### src/rtl/vga_pkg.sv
// Shared display constants and helpers for the frogger VGA path.
// Holds default 640x480 raster timing, position/counter widths, sprite colour
// selections and the sprite span hit test used by the renderers.
package vga_pkg;

    localparam int unsigned H_DISPLAY_DEF = 640;
    localparam int unsigned H_FRONT_DEF   = 16;
    localparam int unsigned H_SYNC_DEF    = 96;
    localparam int unsigned H_BACK_DEF    = 48;
    localparam int unsigned V_DISPLAY_DEF = 480;
    localparam int unsigned V_FRONT_DEF   = 10;
    localparam int unsigned V_SYNC_DEF    = 2;
    localparam int unsigned V_BACK_DEF    = 33;

    localparam int unsigned POS_W = 10;
    // Counters and hit tests run one bit wider than positions so x+size never wraps.
    localparam int unsigned CNT_W = 11;

    // Which channels are driven full-scale for a layer.
    typedef struct packed {
        logic r;
        logic g;
        logic b;
    } rgb_sel_t;

    localparam rgb_sel_t COLOR_BG   = '{r: 1'b0, g: 1'b0, b: 1'b0};
    localparam rgb_sel_t COLOR_FROG = '{r: 1'b0, g: 1'b1, b: 1'b0};
    localparam rgb_sel_t COLOR_CAR  = '{r: 1'b1, g: 1'b0, b: 1'b0};

    // True when p lies in [s, s+size).
    function automatic logic in_span(input logic [CNT_W-1:0] p,
                                     input logic [POS_W-1:0] s,
                                     input logic [CNT_W-1:0] size);
        logic [CNT_W-1:0] lo;
        lo = CNT_W'(s);
        return (p >= lo) && (p < lo + size);
    endfunction

endpackage

### src/rtl/vga_scene_controller_if.sv
// Game-logic <-> scene engine bundle.
// master: game logic (drives sprite positions/enables, observes video + collision)
// slave : scene controller (consumes positions, drives RGB, syncs, frame_start, collision)
interface vga_scene_controller_if
    import vga_pkg::*;
#(
    parameter int unsigned NUM_CARS   = 4,
    parameter int unsigned COLOR_BITS = 3
);
    logic [POS_W-1:0]          frog_x;
    logic [POS_W-1:0]          frog_y;
    logic [POS_W*NUM_CARS-1:0] car_x;
    logic [POS_W*NUM_CARS-1:0] car_y;
    logic [NUM_CARS-1:0]       car_en;
    logic [COLOR_BITS-1:0]     red;
    logic [COLOR_BITS-1:0]     green;
    logic [COLOR_BITS-1:0]     blue;
    logic                      hsync;
    logic                      vsync;
    logic                      frame_start;
    logic                      collision;

    modport master (
        output frog_x, frog_y, car_x, car_y, car_en,
        input  red, green, blue, hsync, vsync, frame_start, collision
    );

    modport slave (
        input  frog_x, frog_y, car_x, car_y, car_en,
        output red, green, blue, hsync, vsync, frame_start, collision
    );
endinterface

### src/rtl/vga_timing_gen.sv
// Raster counter generator.
// Ports: clk_i/rst_i, h_cnt_o/v_cnt_o (registered counters), active_c_o,
// hsync_c_o/vsync_c_o (raw, active-high), frame_last_c_o (last cycle of frame).
module vga_timing_gen
    import vga_pkg::*;
#(
    parameter int unsigned H_DISPLAY = H_DISPLAY_DEF,
    parameter int unsigned H_FRONT   = H_FRONT_DEF,
    parameter int unsigned H_SYNC    = H_SYNC_DEF,
    parameter int unsigned H_BACK    = H_BACK_DEF,
    parameter int unsigned V_DISPLAY = V_DISPLAY_DEF,
    parameter int unsigned V_FRONT   = V_FRONT_DEF,
    parameter int unsigned V_SYNC    = V_SYNC_DEF,
    parameter int unsigned V_BACK    = V_BACK_DEF
) (
    input  logic             clk_i,
    input  logic             rst_i,
    output logic [CNT_W-1:0] h_cnt_o,
    output logic [CNT_W-1:0] v_cnt_o,
    output logic             active_c_o,
    output logic             hsync_c_o,
    output logic             vsync_c_o,
    output logic             frame_last_c_o
);

    localparam int unsigned H_TOTAL = H_DISPLAY + H_FRONT + H_SYNC + H_BACK;
    localparam int unsigned V_TOTAL = V_DISPLAY + V_FRONT + V_SYNC + V_BACK;

    logic [CNT_W-1:0] h_q, h_d;
    logic [CNT_W-1:0] v_q, v_d;
    logic             h_last, v_last;

    assign h_last = (h_q == CNT_W'(H_TOTAL - 1));
    assign v_last = (v_q == CNT_W'(V_TOTAL - 1));

    // Counter advance: v steps when h wraps.
    always_comb begin
        h_d = h_q + CNT_W'(1);
        v_d = v_q;
        if (h_last) begin
            h_d = '0;
            v_d = v_last ? '0 : v_q + CNT_W'(1);
        end
    end

    always_ff @(posedge clk_i or posedge rst_i) begin
        if (rst_i) begin
            h_q <= '0;
            v_q <= '0;
        end else begin
            h_q <= h_d;
            v_q <= v_d;
        end
    end

    assign h_cnt_o        = h_q;
    assign v_cnt_o        = v_q;
    assign active_c_o     = (h_q < CNT_W'(H_DISPLAY)) && (v_q < CNT_W'(V_DISPLAY));
    assign hsync_c_o      = (h_q >= CNT_W'(H_DISPLAY + H_FRONT)) &&
                            (h_q <  CNT_W'(H_DISPLAY + H_FRONT + H_SYNC));
    assign vsync_c_o      = (v_q >= CNT_W'(V_DISPLAY + V_FRONT)) &&
                            (v_q <  CNT_W'(V_DISPLAY + V_FRONT + V_SYNC));
    assign frame_last_c_o = h_last && v_last;

endmodule

### src/rtl/vga_scene_controller.sv
// Frogger scene engine: raster timing, frog + car sprite rendering over a black
// background, frame-boundary double-buffered positions and a per-frame
// frog/car collision flag.
// Ports: clk, rst (async, active-high); bus (slave modport) carrying sprite
// positions/enables in and registered RGB, syncs, frame_start, collision out.
module vga_scene_controller
    import vga_pkg::*;
#(
    parameter int unsigned H_DISPLAY   = H_DISPLAY_DEF,
    parameter int unsigned H_FRONT     = H_FRONT_DEF,
    parameter int unsigned H_SYNC      = H_SYNC_DEF,
    parameter int unsigned H_BACK      = H_BACK_DEF,
    parameter int unsigned V_DISPLAY   = V_DISPLAY_DEF,
    parameter int unsigned V_FRONT     = V_FRONT_DEF,
    parameter int unsigned V_SYNC      = V_SYNC_DEF,
    parameter int unsigned V_BACK      = V_BACK_DEF,
    parameter bit          SYNC_POL    = 1'b1,
    parameter int unsigned NUM_CARS    = 4,
    parameter int unsigned SPRITE_SIZE = 32,
    parameter int unsigned COLOR_BITS  = 3
) (
    input  logic                    clk,
    input  logic                    rst,
    vga_scene_controller_if.slave   bus
);

    localparam logic [CNT_W-1:0] SPR_W = CNT_W'(SPRITE_SIZE);

    logic [CNT_W-1:0] h_cnt, v_cnt;
    logic             active_c, hsync_c, vsync_c, frame_last_c;

    vga_timing_gen #(
        .H_DISPLAY (H_DISPLAY), .H_FRONT (H_FRONT), .H_SYNC (H_SYNC), .H_BACK (H_BACK),
        .V_DISPLAY (V_DISPLAY), .V_FRONT (V_FRONT), .V_SYNC (V_SYNC), .V_BACK (V_BACK)
    ) u_timing (
        .clk_i          (clk),
        .rst_i          (rst),
        .h_cnt_o        (h_cnt),
        .v_cnt_o        (v_cnt),
        .active_c_o     (active_c),
        .hsync_c_o      (hsync_c),
        .vsync_c_o      (vsync_c),
        .frame_last_c_o (frame_last_c)
    );

    // Shadow copies of the game-side positions; only these are rendered.
    logic [POS_W-1:0]          frog_x_q, frog_y_q;
    logic [POS_W*NUM_CARS-1:0] car_x_q, car_y_q;
    logic [NUM_CARS-1:0]       car_en_q;

    logic                      frog_hit_c;
    logic [NUM_CARS-1:0]       car_hit_c;
    logic                      any_car_c;
    logic                      overlap_c;

    assign frog_hit_c = in_span(h_cnt, frog_x_q, SPR_W) && in_span(v_cnt, frog_y_q, SPR_W);

    for (genvar i = 0; i < NUM_CARS; i++) begin : g_car
        assign car_hit_c[i] = car_en_q[i] &&
                              in_span(h_cnt, car_x_q[POS_W*i +: POS_W], SPR_W) &&
                              in_span(v_cnt, car_y_q[POS_W*i +: POS_W], SPR_W);
    end

    assign any_car_c = |car_hit_c;
    assign overlap_c = active_c && frog_hit_c && any_car_c;

    // Output pipeline stage and collision accumulator.
    rgb_sel_t              sel_d;
    logic [COLOR_BITS-1:0] red_q, green_q, blue_q;
    logic                  hsync_q, vsync_q, frame_start_q, collision_q;
    logic                  acc_q, acc_d, collision_d;

    always_comb begin
        sel_d = COLOR_BG;
        if (active_c) begin
            if (any_car_c) begin
                sel_d = COLOR_CAR;
            end else if (frog_hit_c) begin
                sel_d = COLOR_FROG;
            end
        end
    end

    // A hit on the closing cycle still belongs to the frame being closed.
    always_comb begin
        acc_d       = acc_q | overlap_c;
        collision_d = collision_q;
        if (frame_last_c) begin
            collision_d = acc_q | overlap_c;
            acc_d       = 1'b0;
        end
    end

    always_ff @(posedge clk or posedge rst) begin
        if (rst) begin
            frog_x_q      <= '0;
            frog_y_q      <= '0;
            car_x_q       <= '0;
            car_y_q       <= '0;
            car_en_q      <= '0;
            acc_q         <= 1'b0;
            collision_q   <= 1'b0;
            red_q         <= '0;
            green_q       <= '0;
            blue_q        <= '0;
            hsync_q       <= ~SYNC_POL;
            vsync_q       <= ~SYNC_POL;
            frame_start_q <= 1'b0;
        end else begin
            if (frame_last_c) begin
                frog_x_q <= bus.frog_x;
                frog_y_q <= bus.frog_y;
                car_x_q  <= bus.car_x;
                car_y_q  <= bus.car_y;
                car_en_q <= bus.car_en;
            end
            acc_q         <= acc_d;
            collision_q   <= collision_d;
            red_q         <= {COLOR_BITS{sel_d.r}};
            green_q       <= {COLOR_BITS{sel_d.g}};
            blue_q        <= {COLOR_BITS{sel_d.b}};
            hsync_q       <= hsync_c ? SYNC_POL : ~SYNC_POL;
            vsync_q       <= vsync_c ? SYNC_POL : ~SYNC_POL;
            frame_start_q <= (h_cnt == '0) && (v_cnt == '0);
        end
    end

    assign bus.red         = red_q;
    assign bus.green       = green_q;
    assign bus.blue        = blue_q;
    assign bus.hsync       = hsync_q;
    assign bus.vsync       = vsync_q;
    assign bus.frame_start = frame_start_q;
    assign bus.collision   = collision_q;

endmodule

### src/flat_wrapper.sv
// flat-port wrapper written by rule: the top's interface ports become plain ports
module vga_scene_controller_flat import vga_pkg::*;
#(
    parameter int unsigned H_DISPLAY   = H_DISPLAY_DEF,
    parameter int unsigned H_FRONT     = H_FRONT_DEF,
    parameter int unsigned H_SYNC      = H_SYNC_DEF,
    parameter int unsigned H_BACK      = H_BACK_DEF,
    parameter int unsigned V_DISPLAY   = V_DISPLAY_DEF,
    parameter int unsigned V_FRONT     = V_FRONT_DEF,
    parameter int unsigned V_SYNC      = V_SYNC_DEF,
    parameter int unsigned V_BACK      = V_BACK_DEF,
    parameter bit          SYNC_POL    = 1'b1,
    parameter int unsigned NUM_CARS    = 4,
    parameter int unsigned SPRITE_SIZE = 32,
    parameter int unsigned COLOR_BITS  = 3
)
  (clk, rst, bus_frog_x, bus_frog_y, bus_car_x, bus_car_y, bus_car_en, bus_red, bus_green, bus_blue, bus_hsync, bus_vsync, bus_frame_start, bus_collision);
  vga_scene_controller_if #(.NUM_CARS(NUM_CARS), .COLOR_BITS(COLOR_BITS)) bus_i ();
  input  logic clk;
  input  logic rst;
  input wire logic [$bits(bus_i.frog_x)-1:0] bus_frog_x;
  input wire logic [$bits(bus_i.frog_y)-1:0] bus_frog_y;
  input wire logic [$bits(bus_i.car_x)-1:0] bus_car_x;
  input wire logic [$bits(bus_i.car_y)-1:0] bus_car_y;
  input wire logic [$bits(bus_i.car_en)-1:0] bus_car_en;
  output wire logic [$bits(bus_i.red)-1:0] bus_red;
  output wire logic [$bits(bus_i.green)-1:0] bus_green;
  output wire logic [$bits(bus_i.blue)-1:0] bus_blue;
  output wire logic [$bits(bus_i.hsync)-1:0] bus_hsync;
  output wire logic [$bits(bus_i.vsync)-1:0] bus_vsync;
  output wire logic [$bits(bus_i.frame_start)-1:0] bus_frame_start;
  output wire logic [$bits(bus_i.collision)-1:0] bus_collision;
  assign bus_i.frog_x = bus_frog_x;
  assign bus_i.frog_y = bus_frog_y;
  assign bus_i.car_x = bus_car_x;
  assign bus_i.car_y = bus_car_y;
  assign bus_i.car_en = bus_car_en;
  assign bus_red = bus_i.red;
  assign bus_green = bus_i.green;
  assign bus_blue = bus_i.blue;
  assign bus_hsync = bus_i.hsync;
  assign bus_vsync = bus_i.vsync;
  assign bus_frame_start = bus_i.frame_start;
  assign bus_collision = bus_i.collision;
  vga_scene_controller #(.H_DISPLAY(H_DISPLAY), .H_FRONT(H_FRONT), .H_SYNC(H_SYNC), .H_BACK(H_BACK), .V_DISPLAY(V_DISPLAY), .V_FRONT(V_FRONT), .V_SYNC(V_SYNC), .V_BACK(V_BACK), .SYNC_POL(SYNC_POL), .NUM_CARS(NUM_CARS), .SPRITE_SIZE(SPRITE_SIZE), .COLOR_BITS(COLOR_BITS)) u_core (.clk(clk), .rst(rst), .bus(bus_i));
endmodule
### config.mk
export PLATFORM = sky130hd
export DESIGN_NAME = vga_scene_controller_flat
export DESIGN_NICKNAME = d
export VERILOG_FILES = /design/src/rtl/vga_pkg.sv /design/src/rtl/vga_scene_controller_if.sv /design/src/rtl/vga_timing_gen.sv /design/src/rtl/vga_scene_controller.sv /design/src/flat_wrapper.sv
export SDC_FILE = /design/constraint.sdc
export NUM_CORES = 1
export LEC_CHECK = 0
export ABC_AREA = 1
export CAP_MARGIN = 20
export CORE_MARGIN = 1.5
export CORE_UTILIZATION = 45
export DETAILED_ROUTE_END_ITERATION = 6
export PLACE_DENSITY = 0.66
export SYNTH_ARGS = -nofsm -noshare
export SYNTH_HDL_FRONTEND = slang
export SYNTH_HIERARCHICAL = 1
export SYNTH_SLANG_ARGS = --single-unit
### constraint.sdc
create_clock -name clk -period 3.8 [get_ports clk]
set_input_delay 0.95 -clock clk [delete_from_list [all_inputs] [get_ports clk]]
set_output_delay 0.95 -clock clk [all_outputs]
set_load 0.005 [all_outputs]
Yosys cells after proc, flatten, opt, wreduce, memory -nomap -nowiden:

Cells that the tools add are included.

* $add $sub $neg: 12
* order comparisons: 26
* equal/unequal tests: 2
* mux-type cells: 8
* bitwise operators: 1
* reductions and logical operators: 29

Operator list (count)
* $add A10 B6 Y11 const B: 10
* $ge A11 B10 Y1: 10
* $lt A11 B11 Y1: 10
* $logic_and A1 B1 Y1: 26
* $add A11 B1 Y11 const B: 2
* $eq A11 B10 Y1 const B: 2
* $logic_not A11 Y1: 2
* $lt A11 B10 Y1 const B: 2
* $lt A11 B9 Y1 const B: 2
* $mux W11: 2
* $ge A11 B10 Y1 const B: 1
* $ge A11 B9 Y1 const B: 1
* $mux W3: 2
* $reduce_or A4 Y1: 1
* $mux W1: 3
* $mux W2: 1
* $or A1 B1 Y1: 1

* register bits: 134
* output and inout bits: 13

Logic depth before layout (Yosys ltp):

Gate-level depths: netlist (run 1).

* word-level depth: 9
* gate-level depth with buffers: 19
* gate-level depth less buffers: 19

By module:

Netlist (run 1), hierarchy kept.

By module, submodules not included
* vga_scene_controller: times used 1, cells each 1213, area an instance 9023.7 µm²
* vga_timing_gen: times used 1, cells each 178, area an instance 1301.2 µm²

Worst setup path before layout (run 1):

OpenSTA, ideal clock, no wires.

* kind: register -> register
* start: register u_core.u_timing.h_q[1] (netlist: u_core/u_timing/h_cnt_o[1])
* end: register u_core.car_x_q[17]
* library setup time: 0.083 ns
* arrival: 2.060 ns
* setup slack: 1.657 ns
* cell stages (with the launch flop): 12
* buffers on the path: 4
* path through: dfrtp_1 > ha_1 > nand3_1 > inv_2 > nand3_1 > nor4_1 > buf_2 > buf_2 > buf_2 > buf_2 > nand2_1 > o21ai_0

* word-level cells in the longest chain between the ends: 2

RTL lines
* from (decl): line vga_timing_gen.sv:29 `logic [CNT_W-1:0] h_q, h_d;`
* from (signal assigned): line vga_timing_gen.sv:48 `h_q <= '0;`
* from (signal assigned): line vga_timing_gen.sv:51 `h_q <= h_d;`
* $eq A11 B10 Y1: line vga_timing_gen.sv:33 `assign h_last = (h_q == CNT_W'(H_TOTAL - 1));`
* $logic_and A1 B1 Y1: line vga_timing_gen.sv:63 `assign frame_last_c_o = h_last && v_last;`
* net u_core.frame_last_c: line vga_scene_controller.sv:30 `logic active_c, hsync_c, vsync_c, frame_last_c;`
* to (signal assigned): line vga_scene_controller.sv:113 `car_x_q <= bus.car_x;`
* to (decl): line vga_scene_controller.sv:48 `logic [POS_W*NUM_CARS-1:0] car_x_q, car_y_q;`

The timed path passes the listed nets, and every way through them passes these cells.
A chain may end at the register's enable or synchronous reset.

Worst setup path after layout (run 1):

* start: register u_core.u_timing.h_q[1] (netlist: u_core/u_timing/h_cnt_o[1])
* end: register u_core.car_x_q[13]

The elaborated chain is that of the path after synthesis.

==> impl_results.md, run 1 <==
- Static Leak: 6.81 nW
- Average vias per placed instance: 4.99
- Die H: 154 µm
- Dominant cell type by area after synthesis: dfrtp_1
- CP Launch Type: flip-flop
- Req. time, crit path: 4.05 ns
- CTS max path bufs: 2
- Complex-gate fraction of the synthesized area: 7.97%
- Tcrit/Tclk final: 72.7%
- Mapped Cells: 1391
- Tmin final: 2.76 ns
- Root buffer cell: clkbuf_16
- CP Max Fanout: 91
- Post-synthesis mux area share: 0%
- CTS sink cnt: 133
- Overall power: 0.00321 W
- Largest family of logic cells by synthesized area: simple AND/OR/NAND/NOR gates
- Slew of the pin with the lowest slew margin: 0.940 ns
- Worst path arrival time: 3.02 ns
- CTS tree: built
- Most common cell on crit path: nand3_1
- Min-Delay Path Class: flip-flop to flip-flop
- Final net count: 1781
- Core area: 22600 µm²
- Row count: 55
- Worst slew margin: 37.3%
- First-pass GRT wire length: 42.5 mm
- Final WS setup: 1.04 ns
- Max_cap viols: 0
- Post-CTS Hold Buffers: 0
- DRT iter0 DRCs: 479
- Post-synthesis async set-or-reset flop share: 100%
- Seq cells post-synth: 133
- FMAX: 362 MHz
- Total Die Area: 23900 µm²
- Setup_tns: 0 ns
- Area grow syn2layout: 19.6%
- Via count: 8980
- Final Non-Filler Cells: 1800
- Synth top area share: 32.2%
- Register clock-pin slew on the reported worst setup and hold paths: 0.06 ns
- Wirelength per Cell: 14.1 µm
- Max incr delay on CP: 0.66 ns
- Starting Density: 45.7%
- Unique cell type count in the Yosys netlist: 34
- Antenna violations before repair: 0
- Placed cell count: 1768
- Post-synth EDFFs: 0
- DRT Pass-1 Iters: 7
- DR DRC count: 0
- Peak supply drop: 0.284 mV
- Endpoints failing setup: 0
- Status: finished, final reports clean
- Number of placed I/O pins: 119
- PwrDens: 260 nW/µm²
- Yosys Warn Count: 6
- Pre-CTS setup slack: 1.09 ns
- CP Class: flip-flop to flip-flop
- Adder-cell share of the synthesized area: 21.0%
- Mean Syn Cell Area: 7.42 µm²
- RSZ-0062 raised after global routing: no
- CTS Buf Count: 17
- Post-Synth Simple-Gate Area: 25.9%
- CP cell instances: ha_1 > nand3_1 > inv_2 > nand3_1 > nor4_2 > buf_4 > o21ai_0
- Vias in the first global route: 8732
- Worst path slowest cell: buf_4
- Drt total wl: 25.4 mm
- Worst-case hold slack: 0.482 ns
- Worst Skew: 0.0118 ns
- Seq/Total Area, Yosys: 32.2%
- Skew-Pair Late Insertion Delay: 0.43 ns
- # fillers: 2218
- Total GRT Usage: 22.4%
- Post-Syn Area: 10300 µm²
- ANT cells: 0
- Post-Synth XOR/XNOR Area: 3.14%
- Slew Limit Fails: 0
- GP Congestion: 0.902
- Post-cts resize count: 0
- Htree depth: 4
- Post-CTS setup buffer count: 0
- Hold violation total from the final report: 0
- Top cells by area, synth: dfrtp_1 32%, ha_1 21%, nand2_1 14%
- Count of input and output buffers: 115
- Detailed placement HPWL: 19.0 mm
- Crit. End Element: flip-flop
- Die width: 154 µm
- Layout cells sized above 1: 3.96%
- Largest net degree at the start of global routing: 110
- DRT antenna net count: 0
- GRT overflow: 0
- Dominant synthesized flop cell: dfrtp_1
synthesized netlist by cell type, types with 12 or more instances:
cell type / n
a21oi_1: 44
clkbuf_1: 14
dfrtp_1: 133
ha_1: 173
inv_1: 213
nand2_1: 374
nand3_1: 82
nand4_1: 23
nor2_1: 114
o21ai_0: 109
xnor2_1: 12
xor2_1: 25
path summary, 6_finish.rpt:
check,end,slack [ns],start,cells after the start
worst max-delay path,u_core/car_x_q[13]$_DFFE_PP0P_,1.04,u_core/u_timing/h_cnt_o[1]$_DFF_PP0_,7
worst max register to register,u_core/car_x_q[13]$_DFFE_PP0P_,1.04,u_core/u_timing/h_cnt_o[1]$_DFF_PP0_,7
worst min register to register,u_core/car_x_q[30]$_DFFE_PP0P_,0.48,u_core/car_x_q[30]$_DFFE_PP0P_,2
max in group asynchronous,u_core/car_y_q[31]$_DFFE_PP0P_,2.10,rst,3
min in group asynchronous,u_core/car_en_q[3]$_DFFE_PP0P_,0.82,rst,2
worst min-delay path,u_core/car_x_q[30]$_DFFE_PP0P_,0.48,u_core/car_x_q[30]$_DFFE_PP0P_,2
power by group:
part,switching [W],leakage [nW],internal [W],total [W]
Combinational,0.0000465,5.24,0.0000957,0.000142
Clock,0.000661,0.277,0.000991,0.00165
Sequential,0,1.30,0.00142,0.00142
Total,0.000708,6.81,0.00250,0.00321
kinds of logic after synthesis:
group,Yosys count
adders and majority gates,173
xor gates and xnor gates,37
other,1
DFF,133
and+or+nand+nor,637
buffers and inverters,249
AOI/OAI and AO/OA,161
worst max-delay path: cells and delay by family, from the launching register on:
family	cells	cell delay [ns]
simple gates	3	0.73
flops	1	0.50
buf+inv	2	0.78
compound gates	1	0.25
fa+ha+maj	1	0.25
per-layer routing:
| layer | routed length, µm | up-vias | track usage (%) | part of all wire [%] |
|---|---|---|---|---|
| met5 | 0 | - | 0 | 0 |
| met4 | 215 | 0 | 4.35 | 0.84 |
| met3 | 1050 | 21 | 3.31 | 4.1 |
| met2 | 12000 | 205 | 39.1 | 47 |
| met1 | 12100 | 4085 | 29.7 | 48 |
| li1 | - | 4669 | - | - |
cells in the final DEF, fill, tap and decap left out, types with 2 or more instances in the layout:
| cell | netlist | final |
|---|---|---|
| nand2_1 | 374 | 374 |
| inv_1 | 213 | 212 |
| ha_1 | 173 | 173 |
| dfrtp_1 | 133 | 133 |
| clkdlybuf4s50_1 | 0 | 115 |
| nor2_1 | 114 | 114 |
| o21ai_0 | 109 | 109 |
| nand3_1 | 82 | 82 |
| a21oi_1 | 44 | 44 |
| xor2_1 | 25 | 25 |
| nand4_1 | 23 | 23 |
| clkbuf_16 | 0 | 17 |
| xnor2_1 | 12 | 12 |
| nor3_1 | 11 | 11 |
| nor4_1 | 8 | 7 |
| nor2_2 | 7 | 7 |
| a21o_1 | 6 | 6 |
| buf_4 | 8 | 6 |
| clkinvlp_4 | 0 | 5 |
| inv_6 | 1 | 5 |
| nand3b_1 | 5 | 5 |
| nand2_2 | 4 | 4 |
| clkinv_4 | 1 | 3 |
| conb_1 | 1 | 3 |
| bufinv_16 | 0 | 2 |
| nor2_4 | 2 | 2 |
| and2_1 | 2 | 2 |
| or2_1 | 2 | 2 |
| a31oi_1 | 2 | 2 |
| buf_12 | 0 | 2 |
sequential cells by signal, indices dropped and copies added, names as in the netlist:
| register | cells |
|---|---|
| u_core/car_y_q | 40 |
| u_core/bus.hsync | 1 |
| u_core/u_timing/v_cnt_o | 11 |
| u_core/bus.red | 1 |
| u_core/bus.frame_start | 1 |
| u_core/bus.collision | 1 |
| u_core/car_x_q | 40 |
| u_core/car_en_q | 4 |
| u_core/frog_y_q | 10 |
| u_core/bus.green | 1 |
| u_core/bus.vsync | 1 |
| u_core/u_timing/h_cnt_o | 11 |
| u_core/frog_x_q | 10 |
| u_core/acc_q | 1 |
per-stage QoR:
step	area [µm²]	util, %
after detailed placement	11800	52.1
after floorplan	10300	-
after CTS	12300	54.7
final	12300	54.7
after global placement	11800	52.1
after global routing	12300	54.7
layout make-up:
cell class / count / area (µm²) / area share [%]
Clock buffer: 19 / 443 / 3.59
Clock inverter: 13 / 148 / 1.20
Inverter: 216 / 825 / 6.68
Multi-Input combinational cell: 1011 / 6010 / 48.7
Sequential cell: 133 / 3330 / 27.0
Tap cell: 285 / 357 / 2.89
Timing Repair Buffer: 123 / 1240 / 10.0
Power figures use the tool's default switching activity.
==> run 2: changes to the inputs <==
--- a/config.mk
+++ b/config.mk
@@ -10,7 +10,7 @@
 export CORE_MARGIN = 1.5
 export CORE_UTILIZATION = 45
 export DETAILED_ROUTE_END_ITERATION = 6
-export PLACE_DENSITY = 0.66
+export PLACE_DENSITY = 0.63
 export SYNTH_ARGS = -nofsm -noshare
 export SYNTH_HDL_FRONTEND = slang
 export SYNTH_HIERARCHICAL = 1
==> constraint.sdc (replaced) <==
create_clock -name clk -period 2.7 [get_ports clk]
set_input_delay 0.675 -clock clk [delete_from_list [all_inputs] [get_ports clk]]
set_output_delay 0.675 -clock clk [all_outputs]
set_load 0.005 [all_outputs]
==> run 2 against run 1 <==
Register-to-register slack got worse by 0.80 ns. Final area rose by 1.8%. Setup slack got worse by 0.80 ns. Clock power increased by 45%. Non-clock buffer count increased by 22.
==> impl_results.md, run 2 (synthesis results as in run 1) <==
- Min-Delay Path Class: flip-flop to flip-flop (unchanged)
- Via count: 9025 (was 8980)
- CTS Buf Count: 17 (unchanged)
- GRT overflow: 0 (unchanged)
- Total GRT Usage: 22.7% (was 22.4%)
- Hold violation total from the final report: 0 (unchanged)
- Endpoints failing setup: 0 (unchanged)
- Drt total wl: 25.9 mm (was 25.4 mm)
- CP Launch Type: flip-flop (unchanged)
- CP Class: flip-flop to flip-flop (unchanged)
- Largest net degree at the start of global routing: 93 (was 110)
- Row count: 55 (unchanged)
- ANT cells: 0 (unchanged)
- Number of placed I/O pins: 119 (unchanged)
- Worst path arrival time: 2.77 ns (was 3.02 ns)
- Slew of the pin with the lowest slew margin: 0.706 ns (was 0.940 ns)
- Antenna violations before repair: 0 (unchanged)
- Peak supply drop: 0.363 mV (was 0.284 mV)
- DRT Pass-1 Iters: 5 (was 7)
- Crit. End Element: flip-flop (unchanged)
- Most frequent cells in the layout: 374 x nand2_1, 212 x inv_1, 173 x ha_1 (unchanged)
- Static Leak: 6.95 nW (was 6.81 nW)
- Most common cell after layout, fill and taps aside: nand2_1 (unchanged)
- Die H: 154 µm (unchanged)
- FMAX: 407 MHz (was 362 MHz)
- Post-CTS Hold Buffers: 0 (unchanged)
- RSZ-0062 raised after global routing: no (unchanged)
- Overall power: 0.00460 W (was 0.00321 W)
- Worst slew margin: 52.9% (was 37.3%)
- Layout cells sized above 1: 5.34% (was 3.96%)
- Starting Density: 45.7% (unchanged)
- Largest regs: u_core/car_x_q: 40 flops, u_core/car_y_q: 40 flops (unchanged)
- Wirelength per Cell: 14.2 µm (was 14.1 µm)
- Req. time, crit path: 3.01 ns (was 4.05 ns)
- DRT iter0 DRCs: 432 (was 479)
- Total Die Area: 23900 µm² (unchanged)
- Htree depth: 4 (unchanged)
- GP Congestion: 0.873 (was 0.902)
- CTS tree: built (unchanged)
- CP Max Fanout: 14 (was 91)
- Core area: 22600 µm² (unchanged)
- Post-CTS setup buffer count: 0 (unchanged)
- DR DRC count: 0 (unchanged)
- Average vias per placed instance: 4.96 (was 4.99)
- Hold Path Origin: u_core/car_en_q[2]$_DFFE_PP0P_ (was u_core/car_x_q[30]$_DFFE_PP0P_)
- Die width: 154 µm (unchanged)
- Skew-Pair Late Insertion Delay: 0.42 ns (was 0.43 ns)
- Max_cap viols: 0 (unchanged)
- PwrDens: 366 nW/µm² (was 260 nW/µm²)
- Tcrit/Tclk final: 91.1% (was 72.7%)
- DRT antenna net count: 0 (unchanged)
- Root buffer cell: clkbuf_16 (unchanged)
- First-pass GRT wire length: 42.9 mm (was 42.5 mm)
- Worst Skew: 0.0112 ns (was 0.0118 ns)
- CTS sink cnt: 133 (unchanged)
- Setup_tns: 0 ns (unchanged)
- CP Launch Point: u_core/u_timing/h_cnt_o[1]$_DFF_PP0_ (unchanged)
- Count of input and output buffers: 115 (unchanged)
- Register clock-pin slew on the reported worst setup and hold paths: 0.06 ns (about the same)
- CTS max path bufs: 2 (unchanged)
- Status: finished, final reports clean (unchanged)
- Area grow syn2layout: 21.7% (was 19.6%)
- Post-cts resize count: 0 (unchanged)
- Slew Limit Fails: 0 (unchanged)
- Detailed placement HPWL: 19.6 mm (was 19.0 mm)
- R2R Path Start: u_core/u_timing/h_cnt_o[1]$_DFF_PP0_ (unchanged)
- Vias in the first global route: 8731 (was 8732)
- Tmin final: 2.46 ns (was 2.76 ns)
- Final net count: 1803 (was 1781)
run 2: per-layer routing:
metal	vias up	routed length (µm)	global-route usage [%]	part of all wire, %
li1	4704	-	-	-
met1	4098	12500	30.7	48
met2	195	11900	37.5	46
met3	28	1120	3.67	4.3
met4	0	419	6.82	1.6
met5	-	0	0	0
run 2: layout make-up:
class	count	area [µm²]
inverter	216	825
fill	2212	10000
clock inverter	12	155
timing repair buffer	145	1440
clock buffer	19	453
tap	285	357
sequential	133	3330
multi-input combinational	1011	6010
run 2: path summary, 6_finish.rpt:
kind	end	slack, ns	cells past startpoint
max	u_core/car_en_q[1]$_DFFE_PP0P_	0.24	9
min	u_core/car_en_q[2]$_DFFE_PP0P_	0.48	2
max reg2reg	u_core/car_en_q[1]$_DFFE_PP0P_	0.24	9
min reg2reg	u_core/car_en_q[2]$_DFFE_PP0P_	0.48	2
max in group asynchronous	u_core/car_x_q[9]$_DFFE_PP0P_	1.50	3
min in group asynchronous	u_core/bus.frame_start$_DFF_PP0_	0.62	2
run 2: power breakdown:
part / total [W] / leakage [nW] / switching [W] / internal [W]
Clock: 0.00240 / 0.283 / 0.000906 / 0.00149
Sequential: 0.00199 / 1.30 / 0 / 0.00199
Combinational: 0.000202 / 5.36 / 0.0000632 / 0.000139
Total: 0.00460 / 6.95 / 0.000969 / 0.00363
run 2: critical path, stage by stage, from the launching register on:
cell and delay (ns):
dfrtp_1 0.67, ha_1 0.28, nand3_1 0.17, inv_2 0.15, nand3_1 0.12, nor4_2 0.20, buf_4 0.20, inv_1 0.31
nand2_1 0.17, nand2_1 0.06
run 2: metrics by stage:
step | utilization (%) | worst slack (ns) | std cells | hold slack [ns] | cell area, µm²
6_report | 55.7 | 0.240 | 1821 | 0.480 | 12600
5_1_grt | 55.7 | 0.0796 | 1821 | 0.514 | 12600
4_1_cts | 55.7 | 0.261 | 1821 | 0.481 | 12600
3_5_place_dp | 53.0 | 0.260 | 1790 | 0.467 | 12000
3_3_place_gp | 53.0 | 0.295 | 1790 | 0.455 | 12000
2_1_floorplan | - | 0.557 | 1393 | 0.442 | 10300
